`src/rtl/lianxi06_pkg.sv`:
```
// Shared definitions for the lianxi06 encoder/decoder pair: code word
// layout, one-hot helper and the decoded FIFO entry format.
package lianxi06_pkg;

  localparam int unsigned CODE_W  = 13;
  localparam int unsigned MODE_HI = 12;
  localparam int unsigned MODE_LO = 11;
  localparam int unsigned VAL_HI  = 10;
  localparam int unsigned VAL_LO  = 8;
  localparam int unsigned OH_HI   = 7;
  localparam int unsigned OH_LO   = 0;

  typedef struct packed {
    logic       err;
    logic [1:0] sel;
    logic [2:0] num;
  } entry_t;

  // One-hot encoding of a 3-bit value.
  function automatic logic [7:0] onehot3(input logic [2:0] value);
    return 8'b1 << value;
  endfunction

endpackage

```
`src/rtl/lianxi06_fifo.sv`:
```
// Synchronous DEPTH x WIDTH FIFO. Read data is forced to zero while empty so
// the head outputs are well defined without a separate mux downstream.
module lianxi06_fifo #(
  parameter int unsigned DEPTH = 2,
  parameter int unsigned WIDTH = 6
) (
  input  logic             clk,
  input  logic             rst_n,
  input  logic             i_push,
  input  logic             i_pop,
  input  logic [WIDTH-1:0] i_wdata,
  output logic [WIDTH-1:0] o_rdata,
  output logic             o_full,
  output logic             o_empty
);

  localparam int unsigned AW = (DEPTH > 1) ? $clog2(DEPTH) : 1;
  localparam int unsigned CW = $clog2(DEPTH) + 1;

  logic [WIDTH-1:0] r_mem [DEPTH];
  logic [AW-1:0]    r_wptr;
  logic [AW-1:0]    r_rptr;
  logic [CW-1:0]    r_count;
  logic             w_push;
  logic             w_pop;

  // Full/empty come from the registered count only, so ready/valid never
  // depend combinationally on the opposite handshake.
  assign o_full  = (r_count == CW'(DEPTH));
  assign o_empty = (r_count == '0);
  assign w_push  = i_push && !o_full;
  assign w_pop   = i_pop && !o_empty;
  assign o_rdata = o_empty ? '0 : r_mem[r_rptr];

  // Storage write; contents need no reset because reads are gated by count.
  always_ff @(posedge clk) begin
    if (w_push) begin
      r_mem[r_wptr] <= i_wdata;
    end
  end

  // Pointer and occupancy tracking; pointers wrap naturally (DEPTH is 2^n).
  always_ff @(posedge clk or negedge rst_n) begin
    if (!rst_n) begin
      r_wptr  <= '0;
      r_rptr  <= '0;
      r_count <= '0;
    end else begin
      if (w_push) begin
        r_wptr <= r_wptr + AW'(1);
      end
      if (w_pop) begin
        r_rptr <= r_rptr + AW'(1);
      end
      case ({w_push, w_pop})
        2'b10:   r_count <= r_count + CW'(1);
        2'b01:   r_count <= r_count - CW'(1);
        default: r_count <= r_count;
      endcase
    end
  end

endmodule

```
`src/rtl/lianxi06_dec.sv`:
```
// Receive-side decoder for lianxi06 code words: checks the one-hot field
// against the value field, buffers {err, sel, num} in a FIFO and keeps
// accepted-word and error counters.
module lianxi06_dec
  import lianxi06_pkg::*;
#(
  parameter int unsigned DEPTH = 2,
  parameter int unsigned ERR_W = 8
) (
  input  logic              clk,
  input  logic              rst_n,
  input  logic              in_valid,
  output logic              in_ready,
  input  logic [CODE_W-1:0] in_code,
  output logic              out_valid,
  input  logic              out_ready,
  output logic [2:0]        out_num,
  output logic [1:0]        out_sel,
  output logic              out_err,
  output logic [ERR_W-1:0]  err_cnt,
  output logic [15:0]       word_cnt,
  input  logic              clr_cnt
);

  logic             w_full;
  logic             w_empty;
  logic             w_accept;
  logic             w_pop;
  logic             w_err;
  entry_t           w_in_entry;
  entry_t           w_head;
  logic [ERR_W-1:0] r_err_cnt;
  logic [15:0]      r_word_cnt;

  assign in_ready  = !w_full;
  assign out_valid = !w_empty;
  assign w_accept  = in_valid && in_ready;
  assign w_pop     = out_valid && out_ready;

  // Fields are passed through even when the one-hot check fails.
  assign w_err          = (in_code[OH_HI:OH_LO] != onehot3(in_code[VAL_HI:VAL_LO]));
  assign w_in_entry.err = w_err;
  assign w_in_entry.sel = in_code[MODE_HI:MODE_LO];
  assign w_in_entry.num = in_code[VAL_HI:VAL_LO];

  lianxi06_fifo #(
    .DEPTH (DEPTH),
    .WIDTH ($bits(entry_t))
  ) u_fifo (
    .clk     (clk),
    .rst_n   (rst_n),
    .i_push  (w_accept),
    .i_pop   (w_pop),
    .i_wdata (w_in_entry),
    .o_rdata (w_head),
    .o_full  (w_full),
    .o_empty (w_empty)
  );

  assign out_num = w_head.num;
  assign out_sel = w_head.sel;
  assign out_err = w_head.err;

  // Counters: clear wins over a same-cycle accept; err_cnt saturates.
  always_ff @(posedge clk or negedge rst_n) begin
    if (!rst_n) begin
      r_err_cnt  <= '0;
      r_word_cnt <= '0;
    end else if (clr_cnt) begin
      r_err_cnt  <= '0;
      r_word_cnt <= '0;
    end else if (w_accept) begin
      r_word_cnt <= r_word_cnt + 16'd1;
      if (w_err && (r_err_cnt != {ERR_W{1'b1}})) begin
        r_err_cnt <= r_err_cnt + ERR_W'(1);
      end
    end
  end

  assign err_cnt  = r_err_cnt;
  assign word_cnt = r_word_cnt;

endmodule

```
`config.mk`:
```
export PLATFORM = sky130hd
export DESIGN_NAME = lianxi06_dec
export DESIGN_NICKNAME = d
export VERILOG_FILES = /design/src/rtl/lianxi06_pkg.sv /design/src/rtl/lianxi06_fifo.sv /design/src/rtl/lianxi06_dec.sv
export SDC_FILE = /design/constraint.sdc
export NUM_CORES = 1
export LEC_CHECK = 0
export CORE_ASPECT_RATIO = 0.8
export CORE_MARGIN = 1
export CORE_UTILIZATION = 30
export CTS_CLUSTER_DIAMETER = 200
export DETAILED_ROUTE_END_ITERATION = 10
export SYNTH_ARGS = -nofsm -noshare
export SYNTH_HDL_FRONTEND = slang
export SYNTH_SLANG_ARGS = --single-unit
```
`constraint.sdc`:
```
create_clock -name clk -period 2.2 [get_ports clk]
set_input_delay 0.66 -clock clk [delete_from_list [all_inputs] [get_ports clk]]
set_output_delay 0.66 -clock clk [all_outputs]
set_load 0.1 [all_outputs]
```
==> impl_metrics.tcl, run 1 <==
set metrics [dict create \
    status "finished clean" \
    maxCapViolCount 0 \
    die_w_um 95.2 \
    max-vdd-ir-drop_v 0.000641 \
    place_congestion 0.752 \
    cts.sink_count 40 \
    place_hpwl_um 3380 \
    finalSetupViolations 0 \
    avgViaCountPerCell 4.74 \
    yosys_warnings 0 \
    avgSynthCellArea_sq_um 10.6 \
    dieArea_sq_um 7290 \
    synth-seq-area-share_pct 50.9 \
    mostFrequentLayoutCell "buf_12" \
    antenna_found_initial 0 \
    initial_core_util_pct 31.9 \
    slew_viol_final 0 \
    drt_wl_total_um 4650 \
    path_max_fanout 8 \
    clock_skew_ns 0.00485 \
    ant_nets 0 \
    syn2layout_area_growth_pct 57.3 \
    worstPathRequired_ns 2.38 \
    max_freq_mhz 465 \
    grtUsageTotal_pct 14.2 \
    num_rows 26 \
    rsz0062_at_grt "yes" \
    min_path_type "flip-flop to flip-flop" \
    overflow 0 \
    htreeDepth 2 \
    grt_max_degree 29 \
    io_pins 50 \
    finalCritPeriodShare_pct 97.7 \
    grt_pass1_vias 1709 \
    synthFlopType "dfrtp_1" \
    drc 0 \
    io_buffers 49 \
    post_drt_wl_per_cell_um 13.2 \
    die_h_um 76.6 \
    cts_max_path_buffers 2 \
    arrival_ns 2.33 \
    final_cell_mix "buf_12, buf_4, nor2_1" \
    cts_buffers 5 \
    coreArea_sq_um 6540 \
    finalHoldViolations 0 \
    tightest_slew_ns 0.409 \
    yosys.cell_types.count 37 \
    start_kind "primary input" \
    hold_buffers 0 \
    diodes 0 \
    synth-edff-count 12 \
    root_buffer "clkbuf_8" \
    critical_path_class "primary input to flip-flop" \
    grt_pass1_wl_um 7940 \
    synth_area_sq_um 2080 \
    clk_pin_slew_worst_paths_ns 0.08 \
    drt_iter0_drc 91 \
    cts_tree "built" \
    synthArstFlopShare_pct 70.0 \
    syn_nets 217 \
    leakagePower_nw 1.36 \
    fin_total_pwr_mw 3.46 \
    p_per_area_nw_per_um2 1050 \
    syn_inst 196 \
    first_pass_iters 4 \
    fin_crit_ns 2.15 \
    drive_gt1_share_pct 36.9 \
    synth-seq-cells 40 \
    vias 1667 \
    utilization_pct 50.2 \
    nets 288 \
    end_kind "flip-flop" \
    slew_headroom_pct 72.8 \
    clock_latency_ns 0.30 \
]
[power by group]
part           internal (mW)  switching [mW]  leakage (nW)
sequential             0.890           0.104         0.470
clock                  0.342           0.277        0.0548
combinational          0.685            1.16         0.832
[path summary, 6_finish.rpt]
path | start | to | slack (ns) | depth (start not counted)
worst max-delay path | in_code[2] | err_cnt[5] | 0.05 | 6
worst min-delay path | u_fifo.r_count[1] | u_fifo.r_count[1] | 0.49 | 1
worst max register to register | err_cnt[1] | err_cnt[7] | 0.16 | 6
worst min register to register | u_fifo.r_count[1] | u_fifo.r_count[1] | 0.49 | 1
max in group asynchronous | rst_n | err_cnt[0] | 1.15 | 2
min in group asynchronous | rst_n | word_cnt[7] | 0.74 | 2
[per-layer routing]
metal / vias up / share of wire, % / global-route usage, %
met2: 26 / 47 / 21.9
li1: 831 / - / -
met5: - / 0 / 0
met1: 803 / 49 / 19.1
met4: 0 / 1.4 / 5.91
met3: 7 / 3.4 / 2.99
[cell families (layout without fill, tap and decap cells)]
family                     Yosys count  in the layout  synth area share (%)
xor gates and xnor gates            18             18                  7.56
adders and majority gates            3              3                  1.80
buffers and inverters                9             81                  1.62
and+or+nand+nor                     87             87                  22.8
muxes                               15             15                  7.68
DFF                                 40             40                  50.9
AOI/OAI and AO/OA                   24             24                  7.62
[state kept, by name (all words and copies together) (netlist names)]
signal	cells
u_fifo.r_mem	12
err_cnt	8
u_fifo.r_wptr	1
u_fifo.r_rptr	1
u_fifo.r_count	2
word_cnt	16
[cells in the mapped netlist (all sizes together) (2+ instances only)]
cell type,instances,area share (%)
and2,2,0.60
mux2,8,4.3
a21boi,3,1.3
xnor2,5,2.1
ha,3,1.8
nand4,6,1.8
and4,4,1.9
dfrtp,28,34
clkbuf,5,0.90
inv,4,0.72
nand3,8,2.2
edfxtp,12,17
o21ai,3,0.72
and3,3,0.96
nor2,30,5.4
nor2b,10,3.1
nand2b,7,2.1
a21oi,13,3.1
nand2,11,2.0
mux2i,7,3.4
xor2,13,5.5
or3,2,0.60
[worst max-delay path: stages]
cell	delay, ns
clkdlybuf4s50_1	0.48
or3b_1	0.34
a21oi_1	0.13
o22a_2	0.30
a21oi_2	0.08
mux2_1	0.32
[metrics by stage]
stage          cell area, sq um  instances  worst slack (ns)  setup TNS, ns  hold slack [ns]
3_3_place_gp               3100        342            -0.352          -3.20            0.477
2_1_floorplan              2130        196           -0.0273         -0.137            0.364
5_1_grt                    3280        352          -0.00248       -0.00248            0.520
3_5_place_dp               3100        342            -0.393          -3.51            0.476
6_report                   3280        352            0.0516              0            0.488
4_1_cts                    3250        350            0.0244              0            0.492
[repair_timing]
action | in CTS | in global routing
pin swaps | 3 | 4
buffers inserted | 0 | 2
gates resized for setup | 8 | 5
endpoints found under the setup margin | 8 | 8
[final cells by class]
class,instances,area [sq um]
inverter,4,15.0
tap,84,105
clock inverter,3,46.3
timing repair buffer,69,900
clock buffer,5,68.8
multi-input combinational,147,1060
fill,593,3260
sequential,40,1080
Note: power is estimated with default switching activity, not from simulation.
==> inputs of run 2 (changes only) <==
--- a/config.mk
+++ b/config.mk
@@ -5,11 +5,13 @@
 export SDC_FILE = /design/constraint.sdc
 export NUM_CORES = 1
 export LEC_CHECK = 0
+export CAP_MARGIN = 0
 export CORE_ASPECT_RATIO = 0.8
 export CORE_MARGIN = 1
 export CORE_UTILIZATION = 30
 export CTS_CLUSTER_DIAMETER = 200
 export DETAILED_ROUTE_END_ITERATION = 10
+export SKIP_CTS_REPAIR_TIMING = 1
 export SYNTH_ARGS = -nofsm -noshare
 export SYNTH_HDL_FRONTEND = slang
 export SYNTH_SLANG_ARGS = --single-unit
==> run 2 against run 1 <==
Against the previous run:
- fmax increased by 0.45%
- non-clock buffer count unchanged
- highest routed layer unchanged
- sequential share of layout area decreased by 0.13 points
- via count decreased by 0.84%
- first-iteration DRC count increased by 16%
- largest cell class unchanged
- sequential cell count unchanged
- core utilization increased by 0.19 points
- clock-buffer cell count unchanged
- register-to-register slack got worse by 0.02 ns
- combinational power about the same
- largest power group unchanged
- cell area increased by 0.38%
==> impl_metrics.tcl, run 2 (synthesized netlist as in run 1, its figures left out) <==
set metrics [dict create \
    status "finished clean" \
    slew_viol_final 0 \
    worstPathRequired_ns 2.38 \
    die_h_um 76.6 \
    syn2layout_area_growth_pct 57.9 \
    cts_tree "built" \
    ant_nets 0 \
    grt_pass1_wl_um 7890 \
    clk_pin_slew_worst_paths_ns 0.08 \
    max-vdd-ir-drop_v 0.000641 \
    fin_crit_ns 2.14 \
    seq_area_sq_um 1080 \
    drt_iter0_drc 106 \
    final_cell_count_no_fill 352 \
    drt_wl_total_um 4680 \
    first_pass_iters 4 \
    grt_max_degree 29 \
    overflow 0 \
    finalHoldViolations 0 \
    place_congestion 0.752 \
    antenna_found_initial 0 \
    largest_reg_flops 16 \
    place_hpwl_um 3380 \
    maxCapViolCount 0 \
    wl_met3_um 164 \
    cts_buffers 5 \
    start_kind "primary input" \
    fill_cells 592 \
    met2WireLength_um 2200 \
    slew_headroom_pct 73.2 \
    finalCritPeriodShare_pct 97.2 \
    num_rows 26 \
    min_path_type "flip-flop to flip-flop" \
    avgViaCountPerCell 4.70 \
    end_kind "flip-flop" \
    diodes 0 \
    drive_gt1_share_pct 36.9 \
    place_inst 342 \
    coreArea_sq_um 6540 \
    path_max_fanout 8 \
    multi_input_area_sq_um 1070 \
    io_buffers 49 \
    io_pins 50 \
    clock_latency_ns 0.30 \
    top_layer "met4" \
    drc 0 \
    clock_skew_ns 0.00495 \
    p_per_area_nw_per_um2 1050 \
    mostFrequentLayoutCell "buf_12" \
    arrival_ns 2.32 \
    initial_core_util_pct 31.9 \
    tightest_slew_ns 0.402 \
    cts_max_path_buffers 2 \
    nets 288 \
    htreeDepth 2 \
    grt_pass1_vias 1703 \
    leakagePower_nw 1.37 \
    cts.sink_count 40 \
    fin_total_pwr_mw 3.46 \
    die_w_um 95.2 \
    grtUsageTotal_pct 14.2 \
    critical_path_class "primary input to flip-flop" \
    finalSetupViolations 0 \
    vias 1653 \
    max_freq_mhz 468 \
    final_cell_mix "buf_12, buf_4, nor2_1" \
    root_buffer "clkbuf_8" \
    post_drt_wl_per_cell_um 13.3 \
    holdWs_ns 0.488 \
    met1_length_um 2250 \
    dieArea_sq_um 7290 \
]
run 2: cell types whose count changed in the layout (fill, tap and decap cells not counted), sizes merged:
cell / before / now
dlymetal6s2s: 1 / 2
dlygate4sd2: 1 / 0
run 2: metrics by stage:
step / area, sq um / setup slack (ns) / setup TNS (ns) / utilization, %
3_3_place_gp: 3100 / -0.352 / -3.20 / 47.5
4_1_cts: 3220 / -0.0785 / -0.451 / 49.2
5_1_grt: 3290 / -0.00299 / -0.00752 / 50.3
2_1_floorplan: 2130 / -0.0273 / -0.137 / -
6_report: 3290 / 0.0612 / 0 / 50.3
3_5_place_dp: 3100 / -0.393 / -3.51 / 47.5
run 2: final timing paths:
kind | startpoint | end | slack (ns) | depth (start not counted)
setup / recovery | in_code[7] | err_cnt[0] | 0.06 | 6
max in group asynchronous | rst_n | err_cnt[1] | 1.15 | 2
setup reg to reg | err_cnt[1] | err_cnt[7] | 0.14 | 6
min in group asynchronous | rst_n | word_cnt[3] | 0.75 | 2
hold reg to reg | u_fifo.r_count[1] | u_fifo.r_count[1] | 0.49 | 1
hold / removal | u_fifo.r_count[1] | u_fifo.r_count[1] | 0.49 | 1
run 2: layout make-up:
class / instances / area share (%)
Tap cell: 84 / 3.19
Clock buffer: 5 / 2.09
Inverter: 4 / 0.456
Clock inverter: 3 / 1.41
Multi-Input combinational cell: 147 / 32.6
Sequential cell: 40 / 32.8
Timing Repair Buffer: 69 / 27.4
run 2: layer usage:
metal  up-vias  GRT usage, %
met1       793          19.0
met4         0          5.91
met3         6          2.99
met5         -             0
li1        828             -
met2        26          21.9
run 2: power breakdown:
group | internal (mW) | total (mW) | switching (mW)
logic | 0.686 | 1.85 | 1.16
clock network | 0.342 | 0.618 | 0.276
registers | 0.890 | 0.994 | 0.104
total | 1.92 | 3.46 | 1.54
run 2: critical path, stage by stage:
cell	delay, ns
clkdlybuf4s50_1	0.42
mux2_1	0.30
o221a_1	0.25
o211a_4	0.20
a21boi_2	0.18
mux2_4	0.31
==> inputs of run 3 (changes only) <==
--- a/config.mk
+++ b/config.mk
@@ -9,9 +9,9 @@
 export CORE_ASPECT_RATIO = 0.8
 export CORE_MARGIN = 1
 export CORE_UTILIZATION = 30
-export CTS_CLUSTER_DIAMETER = 200
 export DETAILED_ROUTE_END_ITERATION = 10
 export SKIP_CTS_REPAIR_TIMING = 1
 export SYNTH_ARGS = -nofsm -noshare
 export SYNTH_HDL_FRONTEND = slang
+export SYNTH_HIERARCHICAL = 1
 export SYNTH_SLANG_ARGS = --single-unit
==> run 3 against run 2 <==
Against the previous run:
- critical path depth up 1
- sequential share of layout area grew 1.2 points
- cell area shrank 4.4%
- core utilization shrank 1.7 points
- via count is 1.5% lower
- largest power group unchanged
- first-iteration DRC count decreased by 22%
- worst setup slack better by 0.022 ns
- total power fell by 2.1%
- die area is 2.0% lower
- final cell count decreased by 2.3%
==> impl_metrics.tcl, run 3 <==
set metrics [dict create \
    status "finished clean" \
    sw_frac_of_total_pct 46.2 \
    clock_skew_ns 0.00774 \
    synth-edff-count 12 \
    yosysTopAreaCellShare_pct 34.3 \
    cp_slowest_cell "clkdlybuf4s50_1" \
    die_w_um 94.2 \
    initial_core_util_pct 31.5 \
    coreArea_sq_um 6470 \
    worst-path-stages 7 \
    yosys_warnings 6 \
    ff2ff_path_depth 9 \
    finalCritPeriodShare_pct 96.2 \
    tightest_slew_ns 0.386 \
    dieArea_sq_um 7140 \
    overflow 0 \
    avgViaCountPerCell 4.73 \
    synth_area_sq_um 2040 \
    crit_family "compound AO/OA/AOI/OAI gates" \
    syn_nets 213 \
    yosys.cell_types.count 44 \
    synthFlopType "dfrtp_1" \
    critPathMaxStageDelay_ns 0.49 \
    slew_viol_final 0 \
    num_rows 26 \
    cts_tree "built" \
    maxCapViolCount 0 \
    drt_wl_total_um 4510 \
    syn_inst 192 \
    synth-seq-area-share_pct 52.0 \
    vias 1628 \
    die_h_um 75.8 \
    dpl_worst_slack_ns -0.452 \
    final_cell_mix "buf_12, nor2_1, dfrtp_1, buf_4, clkdlybuf4s50_1" \
    seq_area_sq_um 1070 \
    nets 280 \
    critical_path_class "primary input to flip-flop" \
    root_buffer "clkbuf_8" \
    synth-seq-cells 40 \
    max-vdd-ir-drop_v 0.000653 \
    fill_cells 576 \
    tns_ns 0 \
    synthTopCellsByArea "dfrtp_1, edfxtp_1, nor2_1" \
    io_buffers 49 \
    synthTopCellsByCount "nor2_1, dfrtp_1, edfxtp_1, xor2_1" \
    max_freq_mhz 472 \
    drive_gt1_share_pct 32.7 \
    r2r_slack_ns 0.26 \
    grt_max_degree 29 \
    clock_latency_ns 0.30 \
    p_sw_mw 1.57 \
    fin_total_pwr_mw 3.39 \
    leakagePower_nw 1.33 \
    mostFrequentLayoutCell "buf_12" \
    cts_buffers 5 \
    end_kind "flip-flop" \
    cts.sink_count 40 \
    cp-startpoint "in_code[2]" \
    syn2layout_area_growth_pct 54.1 \
    first_pass_iters 6 \
    largest_reg_flops 16 \
    cts_max_path_buffers 2 \
    worstReg2RegStart "u_fifo/r_count[0]" \
    p_int_mw 1.82 \
    seqPwrFrac_pct 29.9 \
    holdWs_ns 0.510 \
    place_congestion 0.704 \
    p_comb_share_pct 55.6 \
    p_per_area_nw_per_um2 1080 \
    synth_most_common_cell "nor2_1" \
    place_hpwl_um 3390 \
    hold_path_depth 1 \
    arrival_ns 2.31 \
    drc 0 \
    rsz0062_at_grt "no" \
    min_path_type "flip-flop to flip-flop" \
    fin_crit_ns 2.12 \
    power.share.clock_pct 14.5 \
    antenna_found_initial 0 \
    avgSynthCellArea_sq_um 10.6 \
    start_kind "primary input" \
    worstPathRequired_ns 2.39 \
    htreeDepth 2 \
    diodes 0 \
    grt_pass1_vias 1518 \
    clk_pin_slew_worst_paths_ns 0.08 \
    grtUsageTotal_pct 14.1 \
    synth_top_area_cell "dfrtp_1" \
    finalSetupViolations 0 \
    synthArstFlopShare_pct 70.0 \
    path_max_fanout 3 \
    post_drt_wl_per_cell_um 13.1 \
    multi_input_area_sq_um 957 \
    io_pins 50 \
    cp_cell_sequence "clkdlybuf4s50_1 -> nand3b_1 -> o21ai_0 -> o221a_2 -> a21oi_2 -> and4_4 -> mux2_4" \
    path_buf_inv 1 \
    drt_iter0_drc 83 \
    finalHoldViolations 0 \
    slew_headroom_pct 74.3 \
    r2r-end "word_cnt[9]" \
    setup_slack_ns 0.0830 \
    endpoint "err_cnt[4]" \
    ant_nets 0 \
    grt_pass1_wl_um 7470 \
]
run 3: changes by cell type in the layout (fill, tap and decap cells not counted), sizes merged, moves of 3 or more:
cell,previous run,this run
a21oi,13,10
mux2,8,2
o21ai,3,7
nor2b,10,7
buf,52,49
clkinv,0,3
nand2,11,7
run 3: power by group through the flow:
stage / combinational, mW / sequential, mW / clock [mW]
after CTS: 1.90 / 1.01 / 0.509
after floorplan: 1.09 / 1.12 / 0
final: 1.88 / 1.01 / 0.492
after global placement: 1.89 / 1.02 / 0
after detailed placement: 1.90 / 1.03 / 0
after global routing: 1.98 / 1.03 / 0.544
run 3: metrics by stage:
stage | utilization [%] | area (sq um) | std cells
CTS | 48.3 | 3130 | 344
finish | 48.6 | 3150 | 344
floorplan | - | 2070 | 192
detailed placement | 47.0 | 3040 | 336
global placement | 47.0 | 3040 | 336
global route | 48.6 | 3150 | 344
run 3: worst min path at each step:
| stage | start | end |
|---|---|---|
| finish | u_fifo/r_count[1] | u_fifo/r_count[1] |
| global route | u_fifo/r_count[1] | u_fifo/r_count[1] |
| CTS | u_fifo/r_count[1] | u_fifo/r_count[1] |
| detailed placement | u_fifo/r_count[1] | u_fifo/r_count[1] |
| global placement | u_fifo/r_wptr | u_fifo/r_wptr |
| floorplan | rst_n | err_cnt[0] |
run 3: worst register-to-register path: stages (launching register included):
cell and delay, ns:
dfrtp_1 0.44, nand2b_1 0.18, inv_1 0.06, nor2b_1 0.11
buf_4 0.17, buf_4 0.13, nand4_1 0.13, buf_4 0.19
or3_1 0.30, a21oi_1 0.16
run 3: routing by layer:
layer | routed length (um) | GRT usage [%]
met5 | 0 | 0
met4 | 65 | 5.13
met3 | 206 | 4.19
met2 | 2190 | 21.7
met1 | 2050 | 18.9
run 3: cells by family (layout without fill, tap and decap cells):
kind of cell               after synthesis  in the layout  share of synthesized area (%)
AOI/OAI and AO/OA                       29             29                           9.50
xor gates and xnor gates                18             18                           7.72
adders and majority gates                3              3                           1.84
buffers and inverters                   10             78                           2.33
DFF                                     40             40                           52.0
muxes                                   11             11                           5.70
and+or+nand+nor                         81             81                           21.0
run 3: final cells by class:
class,instances,share of cell area [%]
Multi-Input combinational cell,142,30.4
Clock buffer,5,2.19
Clock inverter,3,0.596
Tap cell,84,3.34
Sequential cell,40,34.0
Timing Repair Buffer,66,28.9
Inverter,4,0.477
==> RTL change 1, RTL diff (config.mk and constraints of run 3) <==
Reset style: synchronous (`rst_n`), changed in 2 clocked blocks.
--- a/src/rtl/lianxi06_fifo.sv
+++ b/src/rtl/lianxi06_fifo.sv
@@ -40,7 +40,7 @@
   end
 
   // Pointer and occupancy tracking; pointers wrap naturally (DEPTH is 2^n).
-  always_ff @(posedge clk or negedge rst_n) begin
+  always_ff @(posedge clk) begin
     if (!rst_n) begin
       r_wptr  <= '0;
       r_rptr  <= '0;
--- a/src/rtl/lianxi06_dec.sv
+++ b/src/rtl/lianxi06_dec.sv
@@ -62,7 +62,7 @@
   assign out_err = w_head.err;
 
   // Counters: clear wins over a same-cycle accept; err_cnt saturates.
-  always_ff @(posedge clk or negedge rst_n) begin
+  always_ff @(posedge clk) begin
     if (!rst_n) begin
       r_err_cnt  <= '0;
       r_word_cnt <= '0;
Function: differs if rst_n is asserted again (counterexample within 4 cycles, from zero or initial values and one cycle with rst_n low); with rst_n held inactive, the same outputs for 10 cycles.
==> RTL change 1 against run 3 <==
Wire length grew 0.40%; count of clock-buffer cells in the layout is the same; highest routed layer unchanged; area after synthesis decreased by 4.2%; combinational power is 33% lower; cell count increased by 3.8%; power is 15% lower; final area down 2.8%; sequential cell count up 1; critical path depth did not move; largest power group unchanged; first-iteration DRC count decreased by 28%; worst setup slack worse by 55 ps; critical path type unchanged.
==> RTL change 1: results (changes against run 3) <==
- Leading area contributor after synthesis: sky130_fd_sc_hd__dfxtp_1 (was sky130_fd_sc_hd__dfrtp_1)
- Hold depth: 2 (was 1)
- Post-Place Worst Slack: -634 ps (was -452 ps)
- Result of the run: finished clean (unchanged)
- Cell internal pwr: 1.77 mW (was 1.82 mW)
- Pleak: 1.22 nW (was 1.33 nW)
- Worst EP arrival: 2340 ps (was 2310 ps)
- Met2 track utilization from global routing: 23.0% (was 21.7%)
- Cells on worst reg2reg path: 6 (was 9)
- Net count reported at finish: 296 (was 280)
- Leading cell types by total area after synthesis: sky130_fd_sc_hd__dfxtp_1 30%, sky130_fd_sc_hd__edfxtp_1 18%, sky130_fd_sc_hd__xor2_1 4.9%, sky130_fd_sc_hd__nor2_1 4.8%, sky130_fd_sc_hd__nand2_1 3.8% (was sky130_fd_sc_hd__dfrtp_1 34%, sky130_fd_sc_hd__edfxtp_1 18%, sky130_fd_sc_hd__nor2_1 5.5%, sky130_fd_sc_hd__xor2_1 4.7%, sky130_fd_sc_hd__mux2i_1 4.4%)
- Share of synthesized flip-flops with an asynchronous set or reset: 0% (was 70.0%)
- Synthesized area divided by synthesized cell count: 9.41 um^2 (was 10.6 um^2)
- Number of search-and-repair iterations in the first detailed-routing pass: 4 (was 6)
- Sequential cell area fraction in the yosys report: 48.1% (was 52.0%)
- Number of vias per cell after detailed routing: 4.85 (was 4.73)
- Unique masters post-synth: 41 (was 44)
- Cell types with the highest counts after synthesis: 29 x sky130_fd_sc_hd__dfxtp_1, 25 x sky130_fd_sc_hd__nor2_1, 20 x sky130_fd_sc_hd__nand2_1 (was 30 x sky130_fd_sc_hd__nor2_1, 28 x sky130_fd_sc_hd__dfrtp_1, 12 x sky130_fd_sc_hd__edfxtp_1)
- Number of global-route vias before repair: 1598 (was 1518)
- Total track usage: 13.7% (was 14.1%)
- Post-Synthesis Net Count: 229 (was 213)
- Worst slew margin relative to its limit: 76.5% (was 74.3%)
- Reported sequential group power: 0.894 mW (was 1.01 mW)
- GR Layer Usage met1: 17.4% (was 18.9%)
- Maximum fanout along the worst path: 8 (was 3)
- Critical Path Max Stage Delay: 520 ps (was 490 ps)
- Worst VDD drop: 0.518 mV (was 0.653 mV)
- Post-DR wirelength/cell: 12.7 um (was 13.1 um)
- Number of H-tree branching levels: 2 (unchanged)
- Maximum number of pins on one net before global-route repair: 23 (was 29)
- Number of cells in the finished layout apart from fillers: 357 (was 344)
- Final weighted congestion in routability-driven placement: 0.822 (was 0.704)
- Placed cells: 348 (was 336)
- Part of the total power dissipated in the clock network: 25.2% (was 14.5%)
- Standard cell with the maximum stage delay on the critical path: sky130_fd_sc_hd__or4_1 (was sky130_fd_sc_hd__clkdlybuf4s50_1)
- Post-detail-place hpwl: 3310 um (was 3390 um)
- Number of DRC violations after detailed-routing iteration 0: 60 (was 83)
- GRT met3 Usage: 2.97% (was 4.19%)
RTL change 1: cells by family after synthesis:
| group | synth area share (%) |
|---|---|
| AO/OA/AOI/OAI | 12.2 |
| XOR/XNOR | 7.16 |
| adder cells (fa/ha/maj) | 1.92 |
| buffers and inverters | 3.45 |
| flip-flops | 48.1 |
| multiplexers | 3.58 |
| AND/OR/NAND/NOR | 23.6 |
RTL change 1: cell type report:
class | instances | area, um^2
clock buffer | 5 | 68.8
clock inverter | 3 | 68.8
fill | 575 | 3040
inverter | 9 | 33.8
multi-input combinational | 153 | 1010
sequential | 41 | 961
tap | 81 | 101
timing repair buffer | 65 | 818
RTL change 1: tightest hold or removal path, cell delays in order, from the launching register on:
cell and delay (ps):
sky130_fd_sc_hd__dfxtp_2 350, sky130_fd_sc_hd__nand2_1 60, sky130_fd_sc_hd__a21oi_1 50
RTL change 1: metal layers:
| metal | vias to the layer above | routed length (um) |
|---|---|---|
| li1 | 869 | - |
| met2 | 30 | 2190 |
| met4 | 0 | 43 |
| met3 | 2 | 159 |
| met1 | 830 | 2130 |
| met5 | - | 0 |
RTL change 1: per-stage QoR:
stage | utilization [%] | hold slack (ps) | area, um^2 | power [mW]
5_1_grt | 50.1 | 518 | 3060 | 3.01
4_1_cts | 48.7 | 490 | 2970 | 2.89
6_report | 50.1 | 488 | 3060 | 2.88
2_1_floorplan | - | 457 | 1990 | 1.69
3_3_place_gp | 46.4 | 466 | 2830 | 2.14
3_5_place_dp | 46.4 | 478 | 2830 | 2.16
RTL change 1: final timing paths:
path                                  start          end  slack, ps
worst min register to register  word_cnt[1]  word_cnt[1]        490
worst max-delay path             in_code[1]   err_cnt[4]         30
worst max register to register   err_cnt[0]   err_cnt[5]        140
worst min-delay path            word_cnt[1]  word_cnt[1]        490
==> RTL change 2, RTL diff (flow settings as in run 3) <==
Without the edit above. Set the parameter `ERR_W` to 10 (it was 8).
--- a/src/rtl/lianxi06_dec.sv
+++ b/src/rtl/lianxi06_dec.sv
@@ -5,7 +5,7 @@
   import lianxi06_pkg::*;
 #(
   parameter int unsigned DEPTH = 2,
-  parameter int unsigned ERR_W = 8
+  parameter int unsigned ERR_W = 10
 ) (
   input  logic              clk,
   input  logic              rst_n,
Interface: changed (resized err_cnt); port bits go from 50 to 52. No check against the original RTL was run, so the function may have changed too.
==> RTL change 2 against run 3 <==
Largest cell class unchanged; worst setup slack lost 27 ps; cell count grew 6.7%; area after synthesis grew 7.4%; sequential cell count grew 2; final area grew 6.6%; critical path depth grew 2; power grew 2.1%; wire length grew 3.0%; hold slack lost 16 ps; clock power shrank 4%.
==> RTL change 2: results (changes against run 3) <==
- Result of the run: finished clean (unchanged)
- Final Max Tran Viols: 0 (unchanged)
- Unique masters post-synth: 47 (was 44)
- Post-Synthesis Net Count: 228 (was 213)
- Pleak: 1.43 nW (was 1.33 nW)
- Initial antenna violation count: 0 (unchanged)
- Fraction of final layout cells sized beyond drive strength 1: 35.7% (was 32.7%)
- EDFF count, synth: 12 (unchanged)
- Synth Flop Type: sky130_fd_sc_hd__dfrtp_1 (unchanged)
- Leading cell types by total area after synthesis: sky130_fd_sc_hd__dfrtp_1 34%, sky130_fd_sc_hd__edfxtp_1 16%, sky130_fd_sc_hd__nor2_1 5.8%, sky130_fd_sc_hd__xor2_1 4.4%, sky130_fd_sc_hd__mux2i_1 4.1% (was sky130_fd_sc_hd__dfrtp_1 34%, sky130_fd_sc_hd__edfxtp_1 18%, sky130_fd_sc_hd__nor2_1 5.5%, sky130_fd_sc_hd__xor2_1 4.7%, sky130_fd_sc_hd__mux2i_1 4.4%)
- Wire length of the first global-routing pass: 7940 um (was 7470 um)
- Power dissipated by switching net loads: 1.57 mW (about the same)
- Post-DR wirelength/cell: 12.7 um (was 13.1 um)
- Warnings, synthesis: 6 (unchanged)
- Post-detail-place hpwl: 3450 um (was 3390 um)
- Total track usage: 13.0% (was 14.1%)
- Maximum fanout along the worst path: 4 (was 3)
- Number of vias per cell after detailed routing: 4.63 (was 4.73)
- GR Layer Usage met1: 17.3% (was 18.9%)
- Pin slew with the least headroom to its limit: 400 ps (was 386 ps)
- Count of endpoints failing setup in the final report: 0 (unchanged)
- Portion of synthesized cell area occupied by the leading cell type: 34.2% (was 34.3%)
- Worst VDD drop: 0.687 mV (was 0.653 mV)
- Number of H-tree branching levels: 2 (unchanged)
- Class of the tightest hold or removal check: reg -> reg (unchanged)
- Net count reported at finish: 300 (was 280)
- Maximum number of pins on one net before global-route repair: 31 (was 29)
- Final weighted congestion in routability-driven placement: 0.776 (was 0.704)
- GRT met3 Usage: 3.47% (was 4.19%)
- Buffers on Ports: 51 (was 49)
- Number of DRC violations after detailed-routing iteration 0: 75 (was 83)
- Clock latency reported for the late side of the worst-skew pair: 290 ps
- # diodes: 0 (unchanged)
- Worst EP arrival: 2320 ps
- Met2 track utilization from global routing: 20.2% (was 21.7%)
- Number of search-and-repair iterations in the first detailed-routing pass: 4 (was 6)
- Share of synthesized flip-flops with an asynchronous set or reset: 71.4% (was 70.0%)
- Cell types with the highest counts after synthesis: 34 x sky130_fd_sc_hd__nor2_1, 30 x sky130_fd_sc_hd__dfrtp_1, 12 x sky130_fd_sc_hd__edfxtp_1 (was 30 x sky130_fd_sc_hd__nor2_1, 28 x sky130_fd_sc_hd__dfrtp_1, 12 x sky130_fd_sc_hd__edfxtp_1)
- Worst Skew: 8.63 ps (was 7.74 ps)
- DP Area: 3230 um^2 (was 3040 um^2)
- Buffer levels on the longest clock path: 2 (unchanged)
- Clock buffers created by TritonCTS: 5 (unchanged)
- Sequential cell area fraction in the yosys report: 50.7% (was 52.0%)
## RTL change 2: changes by cell type in the layout (fill, tap and decap cells not counted), sizes merged, moves of 2 or more
cell,delta
clkdlybuf4s50,-2
dlymetal6s2s,+2
a31o,+2
nor2,+4
nor2b,-2
inv,+3
dfrtp,+2
nand2,+3
buf,+6
and2b,+2
## RTL change 2: final timing paths
kind                                   start             to  slack [ps]  cells past startpoint
max in group asynchronous              rst_n     err_cnt[8]        1120                      2
max reg2reg                u_fifo/r_count[0]   word_cnt[15]         260                      9
min reg2reg                    u_fifo/r_wptr  u_fifo/r_wptr         490                      1
min in group asynchronous              rst_n   word_cnt[14]         750                      2
max                               in_code[7]     err_cnt[7]          60                      9
min                            u_fifo/r_wptr  u_fifo/r_wptr         490                      1
## RTL change 2: power groups by stage
stage               clock network, mW  registers (mW)  logic [mW]
detailed placement                  0            1.07        1.93
finish                          0.474            1.05        1.93
global placement                    0            1.06        1.92
floorplan                           0            1.16        1.11
global route                    0.531            1.07        2.02
CTS                             0.499            1.05        1.93
## RTL change 2: per-stage QoR
step | hold slack, ps | util (%) | setup WS (ps) | instances | setup TNS [ps]
finish | 494 | 48.2 | 55.7 | 367 | 0
global route | 525 | 48.2 | -22.9 | 367 | -22.9
CTS | 499 | 47.6 | -179 | 367 | -800
detailed placement | 482 | 46.5 | -489 | 359 | -4270
global placement | 476 | 46.5 | -440 | 359 | -3980
floorplan | 364 | - | 15.7 | 207 | 0
## RTL change 2: logic make-up after synthesis
kind of cell	Yosys count	share of synthesized area (%)
mux	12	5.82
flops	42	50.7
buf+inv	14	3.31
simple gates	89	21.6
xor+xnor	19	7.59
compound gates	28	9.30
fa+ha+maj	3	1.71
## RTL change 2: worst max-delay path, stage by stage
cell and delay (ps):
sky130_fd_sc_hd__clkdlybuf4s50_1 470, sky130_fd_sc_hd__buf_4 110, sky130_fd_sc_hd__mux2i_1 50, sky130_fd_sc_hd__and2_1 190, sky130_fd_sc_hd__a211oi_4 220, sky130_fd_sc_hd__a21oi_4 100
sky130_fd_sc_hd__buf_6 130, sky130_fd_sc_hd__nand4_1 90, sky130_fd_sc_hd__mux2_1 310
## RTL change 2: final cells by class
cell class	count	area (um^2)
Clock buffer	6	72.6
Clock inverter	2	8.76
Fill cell	648	3600
Inverter	7	26.3
Multi-Input combinational cell	151	1040
Sequential cell	42	1130
Tap cell	87	109
Timing Repair Buffer	72	965
## RTL change 2: layer usage
layer	wire (um)	vias up
li1	-	865
met1	2310	803
met2	2090	28
met3	197	4
met4	44	0
met5	0	-
